### config.mk
export PLATFORM = sky130hd
export DESIGN_NAME = sign_extender
export DESIGN_NICKNAME = d
export VERILOG_FILES = /design/src/rtl/sign_extender_pkg.sv /design/src/rtl/sign_extender_core.sv /design/src/rtl/sign_extender.sv
export SDC_FILE = /design/constraint.sdc
export NUM_CORES = 1
export LEC_CHECK = 0
export CAP_MARGIN = 10
export CELL_PAD_IN_SITES_DETAIL_PLACEMENT = 1
export CELL_PAD_IN_SITES_GLOBAL_PLACEMENT = 1
export CORE_MARGIN = 8
export CORE_UTILIZATION = 35
export CTS_BUF_LIST = sky130_fd_sc_hd__clkbuf_8
export DETAILED_ROUTE_END_ITERATION = 12
export GPL_ROUTABILITY_DRIVEN = 0
export GPL_TIMING_DRIVEN = 0
export PLACE_DENSITY_LB_ADDON = 0.3
export SETUP_SLACK_MARGIN = 0.5
export SYNTH_ARGS = -nofsm -noshare
export SYNTH_HDL_FRONTEND = slang
export SYNTH_HIERARCHICAL = 1
export SYNTH_SLANG_ARGS = --single-unit
### constraint.sdc
create_clock -name clk -period 1.85 [get_ports clk]
set_input_delay 0.37 -clock clk [delete_from_list [all_inputs] [get_ports clk]]
set_output_delay 0.37 -clock clk [all_outputs]
set_load 0.005 [all_outputs]
### src/rtl/sign_extender_pkg.sv
// Shared definitions for the pierogi immediate-extension unit: mode encoding
// and default datapath widths.
package sign_extender_pkg;

    typedef enum logic [1:0] {
        MODE_SIGN   = 2'b00,
        MODE_ZERO   = 2'b01,
        MODE_UPPER  = 2'b10,
        MODE_BRANCH = 2'b11
    } mode_t;

    localparam int IMM_W  = 16;
    localparam int WORD_W = 32;

endpackage : sign_extender_pkg

### src/rtl/sign_extender_core.sv
// Combinational immediate extension: sign, zero, upper-load and branch-offset
// forms of an IN_WIDTH immediate widened to OUT_WIDTH.
module sign_extender_core
    import sign_extender_pkg::*;
#(
    parameter int IN_WIDTH  = IMM_W,
    parameter int OUT_WIDTH = WORD_W,
    parameter int BR_SHIFT  = 2
) (
    input  logic [IN_WIDTH-1:0]  immediate,
    input  logic [1:0]           mode,
    output logic [OUT_WIDTH-1:0] result
);

    logic [OUT_WIDTH-1:0] sign_s;
    logic [OUT_WIDTH-1:0] zero_s;
    logic [OUT_WIDTH-1:0] upper_s;

    // Build each candidate by overlaying the immediate on a filled word, which
    // stays legal when OUT_WIDTH equals IN_WIDTH.
    always_comb begin
        sign_s                     = {OUT_WIDTH{immediate[IN_WIDTH-1]}};
        sign_s[IN_WIDTH-1:0]       = immediate;
        zero_s                     = '0;
        zero_s[IN_WIDTH-1:0]       = immediate;
        upper_s                    = '0;
        upper_s[OUT_WIDTH-1 -: IN_WIDTH] = immediate;
    end

    // Select the form requested by the mode field.
    always_comb begin
        result = '0;
        case (mode_t'(mode))
            MODE_SIGN:   result = sign_s;
            MODE_ZERO:   result = zero_s;
            MODE_UPPER:  result = upper_s;
            MODE_BRANCH: result = sign_s << BR_SHIFT;
            default:     result = '0;
        endcase
    end

endmodule : sign_extender_core

### src/rtl/sign_extender.sv
// Registered immediate-extension unit with a valid flag and one cycle latency.
// Optional macro SIGN_EXTENDER_COMB_OUT_EN adds the unregistered result port.
module sign_extender
    import sign_extender_pkg::*;
#(
    parameter int IN_WIDTH  = IMM_W,
    parameter int OUT_WIDTH = WORD_W,
    parameter int BR_SHIFT  = 2
) (
    input  logic                 clk,
    input  logic                 rst,
    input  logic [IN_WIDTH-1:0]  immediate,
    input  logic [1:0]           mode,
    input  logic                 in_valid,
`ifdef SIGN_EXTENDER_COMB_OUT_EN
    output logic [OUT_WIDTH-1:0] extended_immediate_comb,
`endif
    output logic [OUT_WIDTH-1:0] extended_immediate,
    output logic                 out_valid
);

    logic [OUT_WIDTH-1:0] core_result_s;
    logic [OUT_WIDTH-1:0] ext_r;
    logic                 valid_r;

    sign_extender_core #(
        .IN_WIDTH  (IN_WIDTH),
        .OUT_WIDTH (OUT_WIDTH),
        .BR_SHIFT  (BR_SHIFT)
    ) u_core (
        .immediate (immediate),
        .mode      (mode),
        .result    (core_result_s)
    );

    // Capture qualified results; the data holds when no new input arrives.
    always_ff @(posedge clk or posedge rst) begin
        if (rst) begin
            ext_r   <= '0;
            valid_r <= 1'b0;
        end else begin
            valid_r <= in_valid;
            if (in_valid) begin
                ext_r <= core_result_s;
            end else begin
                ext_r <= ext_r;
            end
        end
    end

    assign extended_immediate = ext_r;
    assign out_valid          = valid_r;

`ifdef SIGN_EXTENDER_COMB_OUT_EN
    assign extended_immediate_comb = core_result_s;
`endif

endmodule : sign_extender

---- After elaboration in Yosys (flattened, before gate mapping) ----
Cells that the tools add are included.
storage, ports and cells
  bits in registers ....................... 33
  input bits .............................. 21
  output and inout bits ................... 33
  logic and storage cells ................. 7
operators by class
  equal/unequal tests ..................... 3
  multiplexer cells ....................... 1
  reduce and logical (&&, ||, !) cells .... 1
operators with widths
  operator                                                          count
  32-bit case mux with 4 select lines                               1
  2-bit == test (second input constant)                             2
  2-bit by 1-bit == test with 1-bit output (second input constant)  1
  2-bit logical NOT                                                 1

---- Logic depth before layout (Yosys ltp) ----
  word-level depth ........................ 2
  depth in mapped cells ................... 5
  depth with buffers taken out ............ 3

---- Cells and area by module ----
Netlist, hierarchy kept.
modules (own cells, without submodules)
  module              instances  cells an instance  area an instance (sq um)  sequential area each (sq um)
  sign_extender       1          70                 1373.8                    825.8
  sign_extender_core  1          60                 511.7                     0.0

---- Least setup slack after synthesis ----
OpenSTA, ideal clock, no wires.
  path type ............................... input to register
  from .................................... input mode[0]
  to ...................................... register ext_r[15], in the netlist extended_immediate[15]
  library setup time ...................... 125 ps
  arrival ................................. 1228 ps
  required time ........................... 1725 ps
  setup slack ............................. 497 ps
  stages .................................. 5
  buffers on the path ..................... 2
  cell sequence ........................... buf_6 -> and2_4 -> clkbuf_8 -> a22o_2 -> mux2_4
on the way
  word-level cells in the longest chain between the ends .. 2
  elaborated cells between the ends (all ways) .. 5
  those cells by class .................... eq/ne: 3; mux: 1; reduce/logical: 1
RTL lines
  item                                         line                      RTL
  from (decl)                                  sign_extender.sv:13       input logic [1:0] mode,
  2-bit == test, or another cell as far along  sign_extender_core.sv:33  case (mode_t'(mode))
  32-bit case mux with 4 select lines *        sign_extender_core.sv:33
  net core_result_s[15]                        sign_extender.sv:22       logic [OUT_WIDTH-1:0] core_result_s;
  to (signal assigned)                         sign_extender.sv:44       ext_r <= core_result_s;
  to (signal assigned)                         sign_extender.sv:46       ext_r <= ext_r;
  to (decl)                                    sign_extender.sv:23       logic [OUT_WIDTH-1:0] ext_r;
The timed path passes the listed nets; every way through them passes the cells marked *.
A chain may end at the register's enable or synchronous reset.

---- Worst setup path in the final report ----
  from .................................... register ext_r[10], in the netlist extended_immediate[10]
  to ...................................... output extended_immediate[10]
RTL lines
  item       line                 RTL
  to (decl)  sign_extender.sv:18  output logic [OUT_WIDTH-1:0] extended_immediate,
No word-level cell between the ends.

==> results.toml <==
[status]
run_status = "finished, final reports clean"

[logic_synthesis]
synth_edf_count = 0
syn_avg_cell_area_um2 = 14.5
ys_async_sr_fraction_pct = 100
synth_fa_ha_area_share_pct = 0
synthCells = 130
seq_area_frac_synth_pct = 43.8
synth-compound-area-share_pct = 11.3
yosysTopAreaCell = "sky130_fd_sc_hd__dfrtp_1"
synthDistinctLibCells = 21
synthXorXnorAreaFrac_pct = 0
yosysWarnings = 6
most_instantiated_cells_after_synthesis = "sky130_fd_sc_hd__dfrtp_1 (33), sky130_fd_sc_hd__mux2_4 (30), sky130_fd_sc_hd__mux2i_1 (15)"
synth.ff_latch_count = 33
synth.top_cells.by_area = "sky130_fd_sc_hd__dfrtp_1 (44%), sky130_fd_sc_hd__mux2_4 (24%), sky130_fd_sc_hd__mux2i_1 (8.0%)"
synth_top_family_by_area = "multiplexers"
most_used_standard_cell_by_instance_count_after_synthesis = "sky130_fd_sc_hd__dfrtp_1"
synth_top_flop_cell = "sky130_fd_sc_hd__dfrtp_1"
post_synth_mux_area_share_pct = 33.0
postSynthNetCount = 151
cell_area_after_synthesis_um2 = 1890
synth-simple-area-share_pct = 2.59
synthDominantCellAreaShare_pct = 43.8

[worst_setup_path]
start_kind = "register"
crit_path_cell_trace = "dlygate4sd2_1"
reg_to_reg_start = "extended_immediate[20]"
worst_ep_arrival_time_ns = 0.95
highest_fanout_seen_on_the_critical_path = 2
crit-reg2reg-capture = "extended_immediate[20]"
worstSetupStartpoint = "extended_immediate[10]"
critPathCaptureType = "output pin"
worst-r2r-setup-slack_ns = 0.96
cp_top_family = "flip-flops"
critical_path.slowest_cell = "sky130_fd_sc_hd__dfrtp_1"
timing_worst_setup_path_type = "reg2out"
worst-endpoint-required_ns = 1.48
critical-path-max-stage-delay_ns = 0.39
number_of_buffers_and_inverters_on_the_critical_path = 1
rr_worst_depth = 2

[cells_and_area]
cell_area_after_layout_um2 = 2630
finalCoreUtilization_pct = 51.1
num-fill-cells = 562
multi_input_comb_area_um2 = 885
regArea_um2 = 826
antennaDiodeCount = 0
drive_gt1_share_pct = 37.3
final-instance-count-excl-fill = 271
area_growth_syn_to_layout_pct = 39.3
design.final.nets = 222

[die]
pin_count = 54
core-area_um2 = 5140
rows = 26
dieWidth_um = 89.4
dieArea_um2 = 7990
die_height_um = 89.4
initial_core_util_pct = 36.7

[power_and_ir_drop]
ir_drop_mv = 0.425
share_comb_of_total_power_pct = 27.6
power.share.clock_pct = 28.1
swShare_pct = 25.9
power.internal_mw = 1.43
p_leak_nw = 1.33
finalPower_mw = 1.93
share_seq_of_total_power_pct = 44.3
p_sw_uw = 499
powerDensity_nw_per_um2 = 735

[timing]
max_clock_freq_ghz = 0.757
worstMarginPinSlew_ns = 0.711
setup_repair_after_global_routing_missed_its_margin = "no"
slew_violations = 0
max_slew_margin_pct = 52.5
timing.clock.skew_ns = 0
time_the_final_worst_path_needs_with_i_o_delays_and_setup_ns = 1.32
setup-violations-final = 0
final.period_utilization_pct = 71.5
timing_hold_violations_final = 0
timing.setup.tns_ns = 0

[global_route]
globalRouteOverflowTotal = 0
groute.usage.overall_pct = 13.6
grt_pass1_wl_um = 8130
grt_max_degree = 34
antenna_violations_before_repair = 0
first_global_vias = 1570

[place]
port_buffers = 51
dp.final_hpwl_um = 3780
post_dp_cell_area_um2 = 2480
cells_after_dpl = 251

[run]
maxCapViolations = 0

[worst_hold_path]
hold_path.startpoint = "extended_immediate[5]"
holdCritPathClass = "reg2reg"
worstHoldPathCells = 1
hold-path-endpoint = "extended_immediate[5]"

[clock_network]
clock_path_buffers = 2
clkSinkCount = 33
cts_max_level = 2
clock_insertion_delay_worst_skew_ns = 0.28
tritoncts.num_buffers = 5
cts.clk_slew.worst_paths_ns = 0.06
clock-root-buffer = "sky130_fd_sc_hd__clkbuf_8"
tritoncts_clock_tree = "built"

[routing]
routedWlPerCell_um = 18.6
wl_um = 5040
firstDrtPassIters = 4
routed-via-count = 1334
antenna_left = 0
drc = 0
vias_per_cell = 4.92
drt_iter0_markers = 14
[state kept, by name, summed over array words and instances (netlist names)]
signal              flops
extended_immediate     32
out_valid               1
[stage by stage]
| stage | setup slack [ns] | hold WS (ns) |
|---|---|---|
| after floorplan | 0.497 | 0.401 |
| after global placement | -0.0474 | 0.498 |
| after detailed placement | -0.0884 | 0.501 |
| after CTS | 0.516 | 0.513 |
| after global routing | 0.500 | 0.522 |
| final | 0.528 | 0.507 |
[layer usage]
layer  vias up  share of wire, %  global-route usage (%)
met4         0               1.6                    4.98
li1        616                 -                       -
met2        44                48                    22.5
met3         9               8.2                    5.15
met5         -                 0                       0
met1       665                42                    15.7
[logic make-up after synthesis]
| kind of cell | count (synthesis) |
|---|---|
| multiplexers | 47 |
| flip-flops | 33 |
| AO/OA/AOI/OAI | 30 |
| buffers and inverters | 15 |
| AND/OR/NAND/NOR | 5 |
[power groups by stage]
| stage | Sequential, mW | Clock (mW) | Combinational (mW) |
|---|---|---|---|
| after detailed placement | 0.875 | 0 | 0.564 |
| after global routing | 0.866 | 0.584 | 0.576 |
| after floorplan | 0.871 | 0 | 0.277 |
| final | 0.855 | 0.543 | 0.533 |
| after CTS | 0.858 | 0.558 | 0.537 |
| after global placement | 0.867 | 0 | 0.552 |
[final cells by class]
type	instances	share of cell area, %
buffer	13	6.48
clock buffer	6	3.14
clock inverter	1	0.143
inverter	2	0.429
multi-input combinational	82	33.7
sequential	33	31.4
tap	70	3.33
timing repair buffer	64	21.4
[timing repair]
item / 4_1_cts / 5_1_grt
setup endpoints to repair: 97 / 14
setup buffers: 10 / 2
hold buffers: 0 / 0
gates cloned: 1 / 0
gates resized for setup: 38 / 2
[cell usage in the layout (no fill, tap or decap)]
| cell type | netlist | routed |
|---|---|---|
| sky130_fd_sc_hd__and2_4 | 1 | 1 |
| sky130_fd_sc_hd__and2b_2 | 2 | 2 |
| sky130_fd_sc_hd__o21ai_0 | 8 | 8 |
| sky130_fd_sc_hd__inv_2 | 0 | 1 |
| sky130_fd_sc_hd__dlygate4sd2_1 | 0 | 33 |
| sky130_fd_sc_hd__a21boi_0 | 1 | 1 |
| sky130_fd_sc_hd__inv_1 | 2 | 1 |
| sky130_fd_sc_hd__clkinvlp_4 | 0 | 1 |
| sky130_fd_sc_hd__clkbuf_2 | 0 | 1 |
| sky130_fd_sc_hd__nand3_4 | 1 | 1 |
| sky130_fd_sc_hd__buf_12 | 4 | 4 |
| sky130_fd_sc_hd__mux2_4 | 30 | 30 |
| sky130_fd_sc_hd__buf_6 | 4 | 4 |
| sky130_fd_sc_hd__clkbuf_8 | 1 | 7 |
| sky130_fd_sc_hd__a22o_1 | 11 | 11 |
| sky130_fd_sc_hd__mux2_2 | 2 | 2 |
| sky130_fd_sc_hd__clkdlybuf4s15_2 | 1 | 1 |
| sky130_fd_sc_hd__dfrtp_1 | 33 | 33 |
| sky130_fd_sc_hd__buf_2 | 2 | 1 |
| sky130_fd_sc_hd__clkdlybuf4s50_1 | 0 | 17 |
| sky130_fd_sc_hd__nand3_1 | 1 | 1 |
| sky130_fd_sc_hd__a22o_2 | 3 | 3 |
| sky130_fd_sc_hd__clkbuf_4 | 1 | 1 |
| sky130_fd_sc_hd__mux2i_1 | 15 | 15 |
| sky130_fd_sc_hd__buf_4 | 0 | 14 |
| sky130_fd_sc_hd__o21ai_2 | 1 | 1 |
| sky130_fd_sc_hd__o21ai_1 | 6 | 6 |
[worst max path at each step]
stage	cells after the start	endpoint
after detailed placement	6	extended_immediate[21]
after global routing	1	extended_immediate[25]
after global placement	6	extended_immediate[17]
after floorplan	5	extended_immediate[15]
final	1	extended_immediate[10]
after CTS	1	extended_immediate[25]
Power figures use the tool's default switching activity.
